[src/rtl/fb_branch_predictor.sv]
// Purpose : direct-mapped dynamic branch predictor (tag, target, 2-bit counter per line).
// Latency : lookup, flush and redirect are combinational; training lands on the next rising edge.
// Backpr. : none; every resolved control instruction is consumed in its own cycle.
//
// Ports:
//   clk, rst             clock, asynchronous active-high reset
//   if_pc                fetch pc looked up combinationally
//   pred_taken, pred_pc  prediction for if_pc
//   ex_*                 resolved instruction from EX plus the prediction it carried
//   inv                  synchronous invalidate-all (fence.i)
//   flush, redirect_pc   misprediction flush and corrected fetch pc
//   br_cnt, mis_cnt      wrapping perf counters: resolved control insts / mispredictions
module fb_branch_predictor #(
  parameter int unsigned XLEN     = 32,
  parameter int unsigned ENTRIES  = 16,
  parameter logic [1:0]  CNT_INIT = 2'b01
) (
  input  logic            clk,
  input  logic            rst,
  input  logic [XLEN-1:0] if_pc,
  output logic            pred_taken,
  output logic [XLEN-1:0] pred_pc,
  input  logic            ex_valid,
  input  logic [XLEN-1:0] ex_pc,
  input  logic            ex_is_branch,
  input  logic            ex_is_jump,
  input  logic            ex_taken,
  input  logic [XLEN-1:0] ex_target,
  input  logic            ex_pred_taken,
  input  logic [XLEN-1:0] ex_pred_pc,
  input  logic            inv,
  output logic            flush,
  output logic [XLEN-1:0] redirect_pc,
  output logic [31:0]     br_cnt,
  output logic [31:0]     mis_cnt
);

  localparam int unsigned IDX_W = $clog2(ENTRIES);
  localparam int unsigned TAG_W = XLEN - IDX_W;

  localparam logic [XLEN-1:0] PC_ONE = {{(XLEN-1){1'b0}}, 1'b1};

  // Table state
  logic             valid_q [ENTRIES];
  logic [TAG_W-1:0] tag_q   [ENTRIES];
  logic [XLEN-1:0]  tgt_q   [ENTRIES];
  logic [1:0]       cnt_q   [ENTRIES];

  logic [31:0] br_cnt_q,  br_cnt_d;
  logic [31:0] mis_cnt_q, mis_cnt_d;

  // ---------------------------------------------------------------------------
  // Lookup (IF stage)
  // ---------------------------------------------------------------------------
  logic [IDX_W-1:0] if_idx;
  logic [TAG_W-1:0] if_tag;
  logic             if_hit;

  assign if_idx = if_pc[IDX_W-1:0];
  assign if_tag = if_pc[XLEN-1:IDX_W];
  assign if_hit = valid_q[if_idx] && (tag_q[if_idx] == if_tag);

  // Reset clears every valid bit asynchronously, so the lookup falls back to
  // the fall-through pc during and after reset without extra gating.
  assign pred_taken = if_hit && cnt_q[if_idx][1];
  assign pred_pc    = pred_taken ? tgt_q[if_idx] : (if_pc + PC_ONE);

  // ---------------------------------------------------------------------------
  // Resolve (EX stage)
  // ---------------------------------------------------------------------------
  logic ctl;
  logic mis;

  assign ctl = ex_valid && (ex_is_branch || ex_is_jump);
  assign mis = ctl && ((ex_pred_taken != ex_taken) ||
                       (ex_taken && (ex_pred_pc != ex_target)));

  // Not gated by rst: the pipeline's own reset masks these.
  assign flush       = mis;
  assign redirect_pc = ex_taken ? ex_target : (ex_pc + PC_ONE);

  // ---------------------------------------------------------------------------
  // Training: compute the new contents of line ex_idx
  // ---------------------------------------------------------------------------
  logic [IDX_W-1:0] ex_idx;
  logic [TAG_W-1:0] ex_tag;
  logic             ex_hit;
  logic             ex_jmp;
  logic [1:0]       ex_cnt_old;

  logic             wr_en_d;
  logic [1:0]       wr_cnt_d;
  logic [XLEN-1:0]  wr_tgt_d;

  assign ex_idx     = ex_pc[IDX_W-1:0];
  assign ex_tag     = ex_pc[XLEN-1:IDX_W];
  assign ex_hit     = valid_q[ex_idx] && (tag_q[ex_idx] == ex_tag);
  assign ex_cnt_old = cnt_q[ex_idx];
  // Branch and jump both set is illegal; the jump interpretation wins.
  assign ex_jmp     = ex_is_jump;

  always_comb begin
    wr_en_d  = 1'b0;
    wr_cnt_d = ex_cnt_old;
    wr_tgt_d = tgt_q[ex_idx];
    if (ctl) begin
      if (ex_hit) begin
        wr_en_d = 1'b1;
        if (ex_jmp) begin
          wr_cnt_d = 2'b11;
          wr_tgt_d = ex_target;
        end else if (ex_taken) begin
          wr_cnt_d = (ex_cnt_old == 2'b11) ? 2'b11 : (ex_cnt_old + 2'd1);
          wr_tgt_d = ex_target;
        end else begin
          wr_cnt_d = (ex_cnt_old == 2'b00) ? 2'b00 : (ex_cnt_old - 2'd1);
        end
      end else if (ex_taken) begin
        // Allocate, evicting whatever line aliased onto this index.
        wr_en_d  = 1'b1;
        wr_cnt_d = ex_jmp ? 2'b11 : 2'b10;
        wr_tgt_d = ex_target;
      end
    end
  end

  // Perf counters keep counting even when inv drops the table write.
  assign br_cnt_d  = ctl ? (br_cnt_q  + 32'd1) : br_cnt_q;
  assign mis_cnt_d = mis ? (mis_cnt_q + 32'd1) : mis_cnt_q;

  // ---------------------------------------------------------------------------
  // State
  // ---------------------------------------------------------------------------
  always_ff @(posedge clk or posedge rst) begin
    if (rst) begin
      for (int i = 0; i < int'(ENTRIES); i++) begin
        valid_q[i] <= 1'b0;
        tag_q[i]   <= '0;
        tgt_q[i]   <= '0;
        cnt_q[i]   <= CNT_INIT;
      end
    end else if (inv) begin
      // Invalidate-all overrides any same-cycle training write.
      for (int i = 0; i < int'(ENTRIES); i++) begin
        valid_q[i] <= 1'b0;
      end
    end else if (wr_en_d) begin
      valid_q[ex_idx] <= 1'b1;
      tag_q[ex_idx]   <= ex_tag;
      tgt_q[ex_idx]   <= wr_tgt_d;
      cnt_q[ex_idx]   <= wr_cnt_d;
    end
  end

  always_ff @(posedge clk or posedge rst) begin
    if (rst) begin
      br_cnt_q  <= '0;
      mis_cnt_q <= '0;
    end else begin
      br_cnt_q  <= br_cnt_d;
      mis_cnt_q <= mis_cnt_d;
    end
  end

  assign br_cnt  = br_cnt_q;
  assign mis_cnt = mis_cnt_q;

endmodule

[config.mk]
export PLATFORM = sky130hd
export DESIGN_NAME = fb_branch_predictor
export DESIGN_NICKNAME = d
export VERILOG_FILES = /design/src/rtl/fb_branch_predictor.sv
export SDC_FILE = /design/constraint.sdc
export NUM_CORES = 2
export LEC_CHECK = 0
export ABC_AREA = 1
export CORE_UTILIZATION = 60
export CTS_BUF_LIST = sky130_fd_sc_hd__clkbuf_4 sky130_fd_sc_hd__clkbuf_8
export CTS_CLUSTER_DIAMETER = 30
export DETAILED_ROUTE_END_ITERATION = 10
export HOLD_SLACK_MARGIN = 0.02
export PLACE_DENSITY = 0.79
export SYNTH_ARGS = -nofsm -noshare
export SYNTH_HDL_FRONTEND = slang
export SYNTH_SLANG_ARGS = --single-unit
[constraint.sdc]
create_clock -name clk -period 126.2 [get_ports clk]
set_input_delay 37.86 -clock clk [delete_from_list [all_inputs] [get_ports clk]]
set_output_delay 37.86 -clock clk [all_outputs]
set_load 0.005 [all_outputs]
# After elaboration in Yosys (flattened, before gate mapping)
# Cells that the tools add are included.
# totals
register_bits,1072
in_bits,136
out_inout_bits,130
wordCells,150
# classes
n_addsub,6
order_cmp,3
eq_ne,5
n_mux,54
bitwise,4
n_reduce_logical,12
# op_table
operator,n
$bwmux W512,1
$bwmux W448,1
$mux W32,11
$bmux W32 S4,2
$bmux W28 S4,2
$mux W28,5
$add A32 B1 Y32 const B,4
$demux W32 S4,1
$demux W28 S4,1
$eq A28 B28 Y1,2
$bwmux W32,1
$mux W16,2
$ne A32 B32 Y1,1
$mux W2,12
$bmux W2 S4,2
$or A16 B16 Y16,1
$ge A5 B5 Y1 const B,2
$not A4 Y5,2
$mux W1,9
$bmux W1 S4,2
$demux W2 S4,1
$logic_and A1 B1 Y1,7
$lt A5 B1 Y1 const B,1
$demux W1 S4,1
9 further kinds,10

# Depth between registers and ports, before layout
# depth
word_depth,11
depth_mapped,26
depth_no_buf,21

# Worst setup path after synthesis
# OpenSTA, ideal clock, no wires.
# synth_timing
kind,input to output
from,in if_pc[0]
to,out pred_pc[31]
arrival_ns,40.259
t_required_ns,88.340
slack_ns,48.081
stages,17
n_path_buf,4
path_cell_list,buf_4 -> inv_2 -> buf_2 -> buf_2 -> buf_2 -> nor3_1 -> nand3_1 -> nor2_1 -> nand3_1 -> nor2_1 -> nand4_1 -> nor4_1 -> xor2_1 -> inv_1 -> nand2_1 -> nand2_1 -> inv_1
# synth_between
elab_chain_cells,8
word_cells_on_any_way,18
classes_between,1 x add/sub; 1 x eq/ne; 13 x mux; 1 x bitwise; 2 x reduce/logical
# synth_lines
element,line,source
from (decl),20,"input logic [XLEN-1:0] if_pc,"
$not A4 Y5 (not written as such),"61, 65, 66",
$bmux W28 S4,61,assign if_hit = valid_q[if_idx] && (tag_q[if_idx] == if_tag);
$mux W28 (not written as such) (2 in a row),61,
$eq A28 B28 Y1,61,
$logic_and A1 B1 Y1,61,
$logic_and A1 B1 Y1,65,assign pred_taken = if_hit && cnt_q[if_idx][1];
$mux W32 (*),66,assign pred_pc = pred_taken ? tgt_q[if_idx] : (if_pc + PC_ONE);
to (decl),22,"output logic [XLEN-1:0] pred_pc,"
# Mark *: on every way between the ends. The rest lies on a longest branch, timed or not. The select of a mux whose other input is x is not followed.

# Worst setup path in the final report
# layout_timing
from,in if_pc[3]
to,out pred_pc[22]
# Same word-level chain as after synthesis.

==> metrics.yaml <==
final.setup.worst_slack_ps: 44590
rows: 119
core_um2: 105900
synth.yosys.warnings: 0
standard_cell_with_the_maximum_stage_delay_on_the_critical_path: "sky130_fd_sc_hd__buf_4"
die_w_um: 329.6
cts_hold_buf: 0
biggest_area_consumer_among_synthesized_cells: "sky130_fd_sc_hd__dfrtp_1"
hold_class: "flip-flop to flip-flop"
final.setup.tns_ps: 0
place.detailed.hpwl_um: 162200
clock.fmax_ghz: 0.01225
wire_length_of_the_first_global_routing_pass_um: 399900
synth_top_cells_by_area: "sky130_fd_sc_hd__dfrtp_1 (41%), sky130_fd_sc_hd__nand2_1 (21%), sky130_fd_sc_hd__o21ai_0 (12%), sky130_fd_sc_hd__inv_1 (4.3%), sky130_fd_sc_hd__a21oi_1 (3.9%)"
floorplan.die.height_um: 329.6
cts_resized: 0
setup_repair_after_global_routing_missed_its_margin: "no"
synthCells: 9624
critical_path_required_ps: 88340
worstMarginPinSlew_ps: 1581
worst_skew_pair.late_latency_ps: 1000
clockBufferDepth: 4
timing.reg2reg.setup_slack_ps: 120600
drt-wirelength-per-cell_um: 24.22
power.leakage_nw: 35.71
gp_congestion: 0.9991
cts_tree: "yes"
dr_total_vias: 70490
drc_errors: 0
initial_utilization_pct: 60.81
grtUsageTotal_pct: 49.03
power.ir.vdd_worst_uv: 8.687
critical_path.top_delay_family: "buffers and inverters"
powerDensity_nw_per_um2: 14.86
maxCapViolCount: 0
finalClockSkew_ps: 94.05
synth.lib_cells_used.distinct: 49
synthesis.area_um2: 64370
yosysTopAreaCellShare_pct: 41.05
clk_pin_slew_worst_paths_ps: 50
dieArea_um2: 108600
vias_in_the_first_global_route: 64540
failed_checks: "slew limit"
run_status: "finished with violations"
finalWorstPathRequiredPeriod_ps: 81610
r2r.worst_path.cells: 17
rr_startpoint: "tag_q[398]"
cp_num_cells: 15
synthesis.area_per_instance_um2: 6.689
syn-num-nets: 9767
setup_viol: 0
critical_path.max_fanout: 46
cp_num_buf_inv: 5
postSynthRegisterBits: 1072
detail_route.wirelength_um: 270400
cts_post_setup_buffers_inserted: 0
detail-route-antenna-nets: 0
worst_setup_path_end_kind: "primary output"
initial_antenna_violation_count: 31
io_buffer_count: 265
cp_cell_sequence: "clkdlybuf4s50_1 > clkinv_2 > nor2_4 > buf_4 > buf_4 > nand2_1 > nand3_1 > xor2_1 > nand3b_1 > nor2_1 > nand3b_1 > nor2_1 > nand2_1 > o21ai_0 > clkdlybuf4s50_1"
post-synth-top-count-cell: "sky130_fd_sc_hd__nand2_1"
synth.yosys.seq_area_share_pct: 41.70
post-layout-total-power_mw: 1.086
clock-root-buffer: "sky130_fd_sc_hd__clkbuf_8"
layout_worst_path_cycle_share_pct: 64.67
final.hold.worst_slack_ps: 467.2
numCtsBuffers: 274
htree_levels: 5
gr-total-overflow: 0
critical_path.reg2reg.endpoint: "tag_q[28]"
asyncSetResetFlopFracSynth_pct: 100.0
timing_max_transition_violations_final: 1
post_synth_most_frequent_cells: "sky130_fd_sc_hd__nand2_1 (3602), sky130_fd_sc_hd__o21ai_0 (1492), sky130_fd_sc_hd__dfrtp_1 (1056)"
synth_flop_cell: "sky130_fd_sc_hd__dfrtp_1"
largest_net_degree_at_the_start_of_global_routing: 221
crit_type: "primary input to primary output"
largest_incremental_delay_on_the_critical_path_ps: 750
critPathLaunchType: "primary input"
floorplan.io_pins: 266
drt_pass1_iterations: 9
area_delta_synth_final_pct: 13.49
finish.net_count: 9709
worstSetupStartpoint: "if_pc[3]"
placed_area_um2: 66890
final_hold_viol_count: 0
timing.max_slew.rel_slack_pct: -5.391
number_of_enable_flip_flop_cells_after_synthesis: 0
dr.first_iter.drc_count: 12680
clk_sinks: 1072
placement.setup.worst_slack_ps: 44950
cp.arrival_ps: 43750
layout-drive-gt1-share_pct: 6.862
layout.cell_area.non_filler_um2: 73060
cp-endpoint: "pred_pc[22]"
via_per_inst: 6.314
[cells by family after synthesis]
kind of cell	after synthesis	synth area share (%)
AND/OR/NAND/NOR	4769	29.55
AO/OA/AOI/OAI	2184	17.76
multiplexers	6	0.09330
XOR/XNOR	131	1.782
buffers and inverters	1455	8.972
adder cells (fa/ha/maj)	7	0.1361
flip-flops	1072	41.70
[per-stage QoR]
step | utilization, % | cells
global placement | 63.19 | 10680
CTS | 68.99 | 11160
detailed placement | 63.19 | 10680
global route | 69.00 | 11160
floorplan | - | 9624
finish | 69.01 | 11160
[routing by layer]
layer | vias up | GRT usage (%) | share of wire, %
li1 | 30760 | - | -
met1 | 32380 | 63.15 | 35
met2 | 6065 | 67.27 | 40
met3 | 1233 | 23.56 | 19
met4 | 46 | 26.58 | 6.1
met5 | - | 1.609 | 0.20
[report_power, final]
part / switching [mW] / internal (mW)
registers: 0.0251 / 0.385
clock network: 0.182 / 0.305
logic: 0.131 / 0.0572
total: 0.338 / 0.748
[worst min-delay path by stage]
| stage | startpoint | endpoint | slack (ps) | depth (start not counted) |
|---|---|---|---|---|
| global route | cnt_q[8] | cnt_q[8] | 490 | 2 |
| CTS | cnt_q[2] | cnt_q[2] | 470 | 2 |
| finish | cnt_q[2] | cnt_q[2] | 470 | 2 |
| detailed placement | cnt_q[26] | cnt_q[26] | 460 | 2 |
| global placement | cnt_q[10] | cnt_q[10] | 450 | 2 |
| floorplan | cnt_q[2] | cnt_q[2] | 440 | 2 |
[cells in the final DEF, fill, tap and decap left out, types with 41 or more instances in the layout]
master,instances
sky130_fd_sc_hd__o211ai_1,76
sky130_fd_sc_hd__nand2_1,3602
sky130_fd_sc_hd__nor2_1,506
sky130_fd_sc_hd__nand4_1,86
sky130_fd_sc_hd__clkinv_2,45
sky130_fd_sc_hd__o21ai_0,1492
sky130_fd_sc_hd__nor3_1,55
sky130_fd_sc_hd__clkbuf_4,41
sky130_fd_sc_hd__nand3_1,443
sky130_fd_sc_hd__dfrtp_1,1056
sky130_fd_sc_hd__inv_1,727
sky130_fd_sc_hd__a21oi_1,500
sky130_fd_sc_hd__clkbuf_8,326
sky130_fd_sc_hd__clkdlybuf4s50_1,258
sky130_fd_sc_hd__buf_4,109
sky130_fd_sc_hd__xor2_1,96
[layout make-up]
cell class | instances | area (um^2)
diodes | 9 | 22.52
clock buffers | 367 | 4795
clock inverters | 107 | 1353
fillers | 8901 | 32800
inverters | 741 | 2813
multi-input cells | 7097 | 31880
flip-flops and latches | 1072 | 26850
well taps | 1391 | 1740
repair buffers | 380 | 3611
[flip-flops by register name, summed over array words and instances, names as in the netlist]
| name | count |
|---|---|
| tgt_q | 512 |
| cnt_q | 32 |
| valid_q | 16 |
| br_cnt | 32 |
| tag_q | 448 |
| mis_cnt | 32 |
[tightest hold or removal path: cells and delay by family, from the launching register on]
family / cells / cell delay (ps)
and+or+nand+nor: 2 / 100
DFF: 1 / 360
(Power assumes the default switching activity.)
